**src/rtl/zvs_deadtime_gen_if.sv**
```systemverilog
// Gate-driver control bundle between the PWM generator side and the ZVS dead-time generator.
// master drives the control inputs and observes gates; slave is the dead-time generator.
interface zvs_deadtime_gen_if #(
  parameter int unsigned DT_WIDTH = 8
);
  logic                ENABLE;
  logic                PWM_IN;
  logic [DT_WIDTH-1:0] DT_MAX_LH;
  logic [DT_WIDTH-1:0] DT_MAX_HL;
  logic                ZVS_HI;
  logic                ZVS_LO;
  logic                FAULT_IN;
  logic                FAULT_CLR;
  logic                GATE_HI;
  logic                GATE_LO;
  logic                HARD_SW;
  logic [2:0]          STATE;

  modport master (
    output ENABLE, PWM_IN, DT_MAX_LH, DT_MAX_HL, ZVS_HI, ZVS_LO, FAULT_IN, FAULT_CLR,
    input  GATE_HI, GATE_LO, HARD_SW, STATE
  );

  modport slave (
    input  ENABLE, PWM_IN, DT_MAX_LH, DT_MAX_HL, ZVS_HI, ZVS_LO, FAULT_IN, FAULT_CLR,
    output GATE_HI, GATE_LO, HARD_SW, STATE
  );
endinterface

```
**src/rtl/zvs_deadtime_gen.sv**
```systemverilog
// Complementary half-bridge gate drive from a single PWM, with dead time on every edge,
// optional ZVS early exit, fault trip and enable gating.
module zvs_deadtime_gen #(
  parameter int unsigned DT_WIDTH = 8,
  parameter int unsigned MIN_DT   = 4,
  parameter bit          ZVS_EN   = 1'b1
) (
  input  logic              CLK,
  input  logic              reset_n,
  zvs_deadtime_gen_if.slave bus
);

  localparam int unsigned          CNT_W    = DT_WIDTH + 1;
  localparam logic [DT_WIDTH-1:0]  MIN_DT_W = DT_WIDTH'(MIN_DT);

  typedef enum logic [2:0] {
    ST_OFF   = 3'd0,
    ST_LO_ON = 3'd1,
    ST_DT_LH = 3'd2,
    ST_HI_ON = 3'd3,
    ST_DT_HL = 3'd4,
    ST_FAULT = 3'd5
  } state_t;

  state_t              state;
  state_t              state_nxt;
  logic [DT_WIDTH-1:0] cnt;
  logic [DT_WIDTH-1:0] cnt_nxt;
  logic                hard_sw_nxt;
  logic                gate_hi;
  logic                gate_lo;
  logic                hard_sw;

  logic [1:0]          zvs_hi_sync;
  logic [1:0]          zvs_lo_sync;
  logic [1:0]          fault_sync;
  logic                zvs_hi_s;
  logic                zvs_lo_s;
  logic                fault_s;

  logic [DT_WIDTH-1:0] nmax_lh;
  logic [DT_WIDTH-1:0] nmax_hl;
  logic [CNT_W-1:0]    cnt_done;
  logic                min_met;
  logic                lh_timeout;
  logic                hl_timeout;
  logic                lh_zvs;
  logic                hl_zvs;
  logic                off_now;
  logic                off_nxt;

  // Two-flop synchronisers for the asynchronous comparator and trip inputs
  always_ff @(posedge CLK or negedge reset_n) begin
    if (!reset_n) begin
      zvs_hi_sync <= '0;
      zvs_lo_sync <= '0;
      fault_sync  <= '0;
    end else begin
      zvs_hi_sync <= {zvs_hi_sync[0], bus.ZVS_HI};
      zvs_lo_sync <= {zvs_lo_sync[0], bus.ZVS_LO};
      fault_sync  <= {fault_sync[0], bus.FAULT_IN};
    end
  end

  assign zvs_hi_s = zvs_hi_sync[1];
  assign zvs_lo_s = zvs_lo_sync[1];
  assign fault_s  = fault_sync[1];

  // cnt_done counts the both-off cycle that completes at the coming edge
  assign nmax_lh    = (bus.DT_MAX_LH > MIN_DT_W) ? bus.DT_MAX_LH : MIN_DT_W;
  assign nmax_hl    = (bus.DT_MAX_HL > MIN_DT_W) ? bus.DT_MAX_HL : MIN_DT_W;
  assign cnt_done   = CNT_W'(cnt) + CNT_W'(1);
  assign min_met    = cnt_done >= CNT_W'(MIN_DT_W);
  assign lh_timeout = cnt_done >= CNT_W'(nmax_lh);
  assign hl_timeout = cnt_done >= CNT_W'(nmax_hl);
  assign lh_zvs     = ZVS_EN && min_met && zvs_hi_s;
  assign hl_zvs     = ZVS_EN && min_met && zvs_lo_s;
  assign off_now    = (state != ST_LO_ON) && (state != ST_HI_ON);

  // Next-state: fault beats disable beats normal sequencing.
  // OFF waits for MIN_DT both-off cycles so a quick enable toggle or reset cannot shorten the dead time.
  always_comb begin
    state_nxt   = state;
    hard_sw_nxt = 1'b0;
    if (fault_s) begin
      state_nxt = ST_FAULT;
    end else if (state == ST_FAULT) begin
      if (bus.FAULT_CLR) state_nxt = ST_OFF;
    end else if (!bus.ENABLE) begin
      state_nxt = ST_OFF;
    end else begin
      case (state)
        ST_OFF: begin
          if (min_met) state_nxt = ST_LO_ON;
        end
        ST_LO_ON: begin
          if (bus.PWM_IN) state_nxt = ST_DT_LH;
        end
        ST_DT_LH: begin
          if (!bus.PWM_IN) begin
            state_nxt = ST_LO_ON;
          end else if (lh_zvs) begin
            state_nxt = ST_HI_ON;
          end else if (lh_timeout) begin
            state_nxt   = ST_HI_ON;
            hard_sw_nxt = ZVS_EN;
          end
        end
        ST_HI_ON: begin
          if (!bus.PWM_IN) state_nxt = ST_DT_HL;
        end
        ST_DT_HL: begin
          if (bus.PWM_IN) begin
            state_nxt = ST_HI_ON;
          end else if (hl_zvs) begin
            state_nxt = ST_LO_ON;
          end else if (hl_timeout) begin
            state_nxt   = ST_LO_ON;
            hard_sw_nxt = ZVS_EN;
          end
        end
        default: state_nxt = ST_OFF;
      endcase
    end

    off_nxt = (state_nxt != ST_LO_ON) && (state_nxt != ST_HI_ON);
    cnt_nxt = '0;
    if (off_now && off_nxt) begin
      cnt_nxt = (cnt == {DT_WIDTH{1'b1}}) ? cnt : cnt + DT_WIDTH'(1);
    end
  end

  // State, counter and gate registers; gates decode the state being entered
  always_ff @(posedge CLK or negedge reset_n) begin
    if (!reset_n) begin
      state   <= ST_OFF;
      cnt     <= '0;
      gate_hi <= 1'b0;
      gate_lo <= 1'b0;
      hard_sw <= 1'b0;
    end else begin
      state   <= state_nxt;
      cnt     <= cnt_nxt;
      gate_hi <= (state_nxt == ST_HI_ON);
      gate_lo <= (state_nxt == ST_LO_ON);
      hard_sw <= hard_sw_nxt;
    end
  end

  assign bus.GATE_HI = gate_hi;
  assign bus.GATE_LO = gate_lo;
  assign bus.HARD_SW = hard_sw;
  assign bus.STATE   = state;

endmodule

```
**src/flat_wrapper.sv**
```systemverilog
// flat-port wrapper written by rule: the top's interface ports become plain ports
module zvs_deadtime_gen_flat 
#(
  parameter int unsigned DT_WIDTH = 8,
  parameter int unsigned MIN_DT   = 4,
  parameter bit          ZVS_EN   = 1'b1
)
  (CLK, reset_n, bus_ENABLE, bus_PWM_IN, bus_DT_MAX_LH, bus_DT_MAX_HL, bus_ZVS_HI, bus_ZVS_LO, bus_FAULT_IN, bus_FAULT_CLR, bus_GATE_HI, bus_GATE_LO, bus_HARD_SW, bus_STATE);
  zvs_deadtime_gen_if #(.DT_WIDTH(DT_WIDTH)) bus_i ();
  input  logic CLK;
  input  logic reset_n;
  input wire logic [$bits(bus_i.ENABLE)-1:0] bus_ENABLE;
  input wire logic [$bits(bus_i.PWM_IN)-1:0] bus_PWM_IN;
  input wire logic [$bits(bus_i.DT_MAX_LH)-1:0] bus_DT_MAX_LH;
  input wire logic [$bits(bus_i.DT_MAX_HL)-1:0] bus_DT_MAX_HL;
  input wire logic [$bits(bus_i.ZVS_HI)-1:0] bus_ZVS_HI;
  input wire logic [$bits(bus_i.ZVS_LO)-1:0] bus_ZVS_LO;
  input wire logic [$bits(bus_i.FAULT_IN)-1:0] bus_FAULT_IN;
  input wire logic [$bits(bus_i.FAULT_CLR)-1:0] bus_FAULT_CLR;
  output wire logic [$bits(bus_i.GATE_HI)-1:0] bus_GATE_HI;
  output wire logic [$bits(bus_i.GATE_LO)-1:0] bus_GATE_LO;
  output wire logic [$bits(bus_i.HARD_SW)-1:0] bus_HARD_SW;
  output wire logic [$bits(bus_i.STATE)-1:0] bus_STATE;
  assign bus_i.ENABLE = bus_ENABLE;
  assign bus_i.PWM_IN = bus_PWM_IN;
  assign bus_i.DT_MAX_LH = bus_DT_MAX_LH;
  assign bus_i.DT_MAX_HL = bus_DT_MAX_HL;
  assign bus_i.ZVS_HI = bus_ZVS_HI;
  assign bus_i.ZVS_LO = bus_ZVS_LO;
  assign bus_i.FAULT_IN = bus_FAULT_IN;
  assign bus_i.FAULT_CLR = bus_FAULT_CLR;
  assign bus_GATE_HI = bus_i.GATE_HI;
  assign bus_GATE_LO = bus_i.GATE_LO;
  assign bus_HARD_SW = bus_i.HARD_SW;
  assign bus_STATE = bus_i.STATE;
  zvs_deadtime_gen #(.DT_WIDTH(DT_WIDTH), .MIN_DT(MIN_DT), .ZVS_EN(ZVS_EN)) u_core (.CLK(CLK), .reset_n(reset_n), .bus(bus_i));
endmodule
```
**config.mk**
```make
export PLATFORM = sky130hd
export DESIGN_NAME = zvs_deadtime_gen_flat
export DESIGN_NICKNAME = d
export VERILOG_FILES = /design/src/rtl/zvs_deadtime_gen_if.sv /design/src/rtl/zvs_deadtime_gen.sv /design/src/flat_wrapper.sv
export SDC_FILE = /design/constraint.sdc
export NUM_CORES = 1
export LEC_CHECK = 0
export BUFFER_PORTS_ARGS = -buffer_cell sky130_fd_sc_hd__clkbuf_2
export CAP_MARGIN = 20
export CORE_MARGIN = 10
export CORE_UTILIZATION = 49
export CTS_CLUSTER_SIZE = 30
export DETAILED_ROUTE_END_ITERATION = 8
export PLACE_DENSITY = 0.79
export SYNTH_ARGS = -nofsm -noshare
export SYNTH_HDL_FRONTEND = slang
export SYNTH_SLANG_ARGS = --single-unit
```
**constraint.sdc**
```tcl
create_clock -name CLK -period 2.4 [get_ports CLK]
set_input_delay 0 -clock CLK [delete_from_list [all_inputs] [get_ports CLK]]
set_output_delay 0 -clock CLK [all_outputs]
set_load 0.02 [all_outputs]
```
==> flow_metrics.env <==
export IMPL_failed_checks="setup timing"
export IMPL_route_vias_total=1694
export IMPL_drt_drc_violations_left=0
export IMPL_share_of_flip_flops_with_an_asynchronous_set_or_reset_after_synthesis=1.00
export IMPL_critPathArrivalTime_ps=3020
export IMPL_synth_top_cell_by_area="sky130_fd_sc_hd__dfrtp_1"
export IMPL_setup_ws_ps=-421
export IMPL_worst_skew_pair_late_latency_ps=310
export IMPL_die_w_um=75.4
export IMPL_cts_path_max_buffers=2
export IMPL_final_critical_path_share_of_the_clock_period=1.18
export IMPL_cts_buffers=3
export IMPL_clock_tree_htree_level_count=1
export IMPL_die_height_um=75.4
export IMPL_number_of_nets_in_the_finished_design=283
export IMPL_synth_commonest_cells="20 x sky130_fd_sc_hd__dfrtp_1, 18 x sky130_fd_sc_hd__ha_1, 15 x sky130_fd_sc_hd__a21oi_1"
export IMPL_detailroute_wirelength_met2_um=2720
export IMPL_cts_sink_count=20
export IMPL_syn_nets=208
export IMPL_gp_routability_congestion=0.912
export IMPL_count_of_final_hold_check_violations=0
export IMPL_yosysSeqAreaShare=0.332
export IMPL_setup_violations=13
export IMPL_post_synth_top_area_fraction=0.332
export IMPL_synthesis_warnings=0
export IMPL_multi_input_gate_area_um2=1240
export IMPL_rsz_0062_raised_after_global_routing="yes"
export IMPL_setup_tns_final_ps=-4740
export IMPL_core_area_um2=3000
export IMPL_layout_drive_gt1_share=0.492
export IMPL_netlist_area_pre_place_um2=1510
export IMPL_cellLeakagePower_nw=1.15
export IMPL_drt_iter0_drc=296
export IMPL_core_rowCount=20
export IMPL_routed_top_layer="met4"
export IMPL_synth_cells=166
export IMPL_ctsRootBufferMaster="sky130_fd_sc_hd__clkbuf_4"
export IMPL_start_kind="register"
export IMPL_tritoncts_clock_tree="built"
export IMPL_synth_cell_type_count=38
export IMPL_wl_per_cell_um=20.3
export IMPL_worst_pin_slew_ps=719
export IMPL_total_power_mw=1.68
export IMPL_run_status="complete, but fails checks"
export IMPL_final_period_minus_worst_setup_slack_ps=2820
export IMPL_synth_enable_flop_cells=0
export IMPL_synth_top_cells_by_area="sky130_fd_sc_hd__dfrtp_1 33%, sky130_fd_sc_hd__ha_1 15%, sky130_fd_sc_hd__a21oi_1 5.0%"
export IMPL_globalRoute_totalOverflow=0
export IMPL_met3_wirelength_um=393
export IMPL_port_buffer_count=29
export IMPL_report_final_slew_viol_count=0
export IMPL_filler_cell_count=179
export IMPL_dr_pass1_iters=5
export IMPL_maxCapViolCount=0
export IMPL_totalWireLength_um=5530
export IMPL_detail_route_vias_per_cell=6.21
export IMPL_n_antenna_cell=0
export IMPL_start_util=0.502
export IMPL_crit_required_ps=2590
export IMPL_initial_antenna_violation_count=0
export IMPL_timing_setup_critical_path_class="register to register"
export IMPL_place_detailed_instances=255
export IMPL_synth_area_per_cell_um2=9.07
export IMPL_ioPinCount=30
export IMPL_worstHoldPathType="input port to register"
export IMPL_cellPowerDensity_nw_per_um2=703
export IMPL_grt_start_max_net_pins=21
export IMPL_clk_pin_slew_worst_paths_ps=110
export IMPL_grt_pass1_vias=1713
export IMPL_postSynth_topFlopCell="sky130_fd_sc_hd__dfrtp_1"
export IMPL_cell_with_the_most_instances_after_synthesis="sky130_fd_sc_hd__dfrtp_1"
export IMPL_ys_ff_latch=20
export IMPL_routedLengthMet1_um=2230
export IMPL_layout_area_overhead_vs_synth_pct=58.3
export IMPL_first_pass_grt_wire_length_um=8430
export IMPL_layoutNonFillerInstCount=273
export IMPL_end_kind="register"
export IMPL_max_vdd_drop_v=0.000430
export IMPL_slew_headroom=0.517
export IMPL_layout_area_seq_um2=505
export IMPL_maxClockFrequency_mhz=354
export IMPL_detail_route_antenna_nets=0
export IMPL_globalRouteTotalUtil=0.191
export IMPL_design_die_area_um2=5690
export IMPL_path_max_fanout=8
export IMPL_dp_hpwl_um=3480
export IMPL_final_setup_skew_ps=7.25
## flip-flops by register name, indices dropped and copies added, names as in the netlist
register	cells
u_core.fault_sync	2
u_core.bus.HARD_SW	1
u_core.bus.GATE_HI	1
u_core.cnt	8
u_core.zvs_lo_sync	2
u_core.bus.STATE	3
u_core.zvs_hi_sync	2
u_core.bus.GATE_LO	1
## cells by family (layout without fill, tap and decap cells)
kind of cell             after synthesis  in the layout  synth area share
adder cells (fa/ha/maj)               18             18             0.150
buffers and inverters                 17             91            0.0424
AO/OA/AOI/OAI                         47             47             0.223
XOR/XNOR                               9              9            0.0523
multiplexers                           1              1           0.00747
AND/OR/NAND/NOR                       54             54             0.194
flip-flops                            20             20             0.332
## where the power goes
part / internal, mW / switching [mW] / leakage, nW / total [mW]
Clock: 0.0928 / 0.105 / 0.0210 / 0.198
Combinational: 0.537 / 0.492 / 0.879 / 1.03
Sequential: 0.383 / 0.0667 / 0.249 / 0.449
## per-stage QoR
step | hold WS [ps] | worst slack, ps | utilization | instance area (um^2)
final | 46.6 | -421 | 0.794 | 2380
after CTS | 38.7 | -317 | 0.759 | 2280
after floorplan | -296 | -16.4 | - | 1600
after detailed placement | -24.0 | -359 | 0.661 | 1980
after global routing | 41.7 | -492 | 0.794 | 2380
after global placement | -28.8 | -316 | 0.661 | 1980
## layer usage
| metal | global-route usage | vias up |
|---|---|---|
| li1 | - | 752 |
| met4 | 0.0948 | 0 |
| met1 | 0.237 | 812 |
| met2 | 0.311 | 111 |
| met3 | 0.0352 | 19 |
| met5 | 0 | - |
## cell type report
class / instances / share of cell area
multi-input combinational: 129 / 0.518
timing repair buffer: 74 / 0.217
tap: 33 / 0.0173
sequential: 20 / 0.212
clock buffer: 4 / 0.0152
inverter: 13 / 0.0205
## critical path, stage by stage, from the launching register on
cell,delay (ps)
sky130_fd_sc_hd__dfrtp_2,440
sky130_fd_sc_hd__ha_4,210
sky130_fd_sc_hd__buf_4,130
sky130_fd_sc_hd__nand3_2,110
sky130_fd_sc_hd__xnor2_2,190
sky130_fd_sc_hd__ha_4,310
sky130_fd_sc_hd__o211a_1,160
sky130_fd_sc_hd__o31ai_2,90
sky130_fd_sc_hd__a31oi_4,230
sky130_fd_sc_hd__buf_6,150
sky130_fd_sc_hd__nor3_4,40
sky130_fd_sc_hd__a311oi_4,370
sky130_fd_sc_hd__buf_6,200
sky130_fd_sc_hd__a21oi_2,70
## cells in the final DEF, fill, tap and decap left out, types with 2 or more instances in the layout
cell and instances:
sky130_fd_sc_hd__and3_1 3, sky130_fd_sc_hd__ha_4 3, sky130_fd_sc_hd__nand4_1 4, sky130_fd_sc_hd__a21oi_1 5, sky130_fd_sc_hd__a21boi_0 2, sky130_fd_sc_hd__nor3_1 4, sky130_fd_sc_hd__nand4b_1 2, sky130_fd_sc_hd__o21a_1 3
sky130_fd_sc_hd__dfrtp_2 4, sky130_fd_sc_hd__a2111oi_4 2, sky130_fd_sc_hd__xor2_2 2, sky130_fd_sc_hd__xnor2_1 3, sky130_fd_sc_hd__nand3_1 6, sky130_fd_sc_hd__nor2b_1 4, sky130_fd_sc_hd__or4_1 2, sky130_fd_sc_hd__nand2b_1 4
sky130_fd_sc_hd__nand2_1 8, sky130_fd_sc_hd__buf_6 3, sky130_fd_sc_hd__a21oi_2 10, sky130_fd_sc_hd__o21ai_0 9, sky130_fd_sc_hd__nor2_1 6, sky130_fd_sc_hd__buf_4 37, sky130_fd_sc_hd__ha_1 14, sky130_fd_sc_hd__clkbuf_4 3
sky130_fd_sc_hd__clkbuf_2 29, sky130_fd_sc_hd__dlygate4sd3_1 4, sky130_fd_sc_hd__dfrtp_1 16, sky130_fd_sc_hd__inv_1 13
## timing repair
item	CTS	global route
hold buffers	4	0
gates resized for setup	29	14
setup endpoints to repair	13	13
buffers inserted	7	3
pin swaps	14	12
hold endpoints to repair	23	0
## path summary, 6_finish.rpt
path / from / to / slack [ps] / cells after the start
setup / recovery: u_core.cnt[0]$_DFFE_PN0P_ / u_core.cnt[4]$_DFFE_PN0P_ / -420 / 13
hold / removal: bus_PWM_IN / u_core.bus.STATE[1]$_DFF_PN0_ / 50 / 3
setup reg to reg: u_core.cnt[0]$_DFFE_PN0P_ / u_core.cnt[4]$_DFFE_PN0P_ / -420 / 13
hold reg to reg: u_core.fault_sync[0]$_DFF_PN0_ / u_core.fault_sync[1]$_DFF_PN0_ / 370 / 0
max in group asynchronous: reset_n / u_core.cnt[1]$_DFFE_PN0P_ / 1840 / 2
min in group asynchronous: reset_n / u_core.bus.HARD_SW$_DFF_PN0_ / 190 / 2
Power figures use the tool's default switching activity.
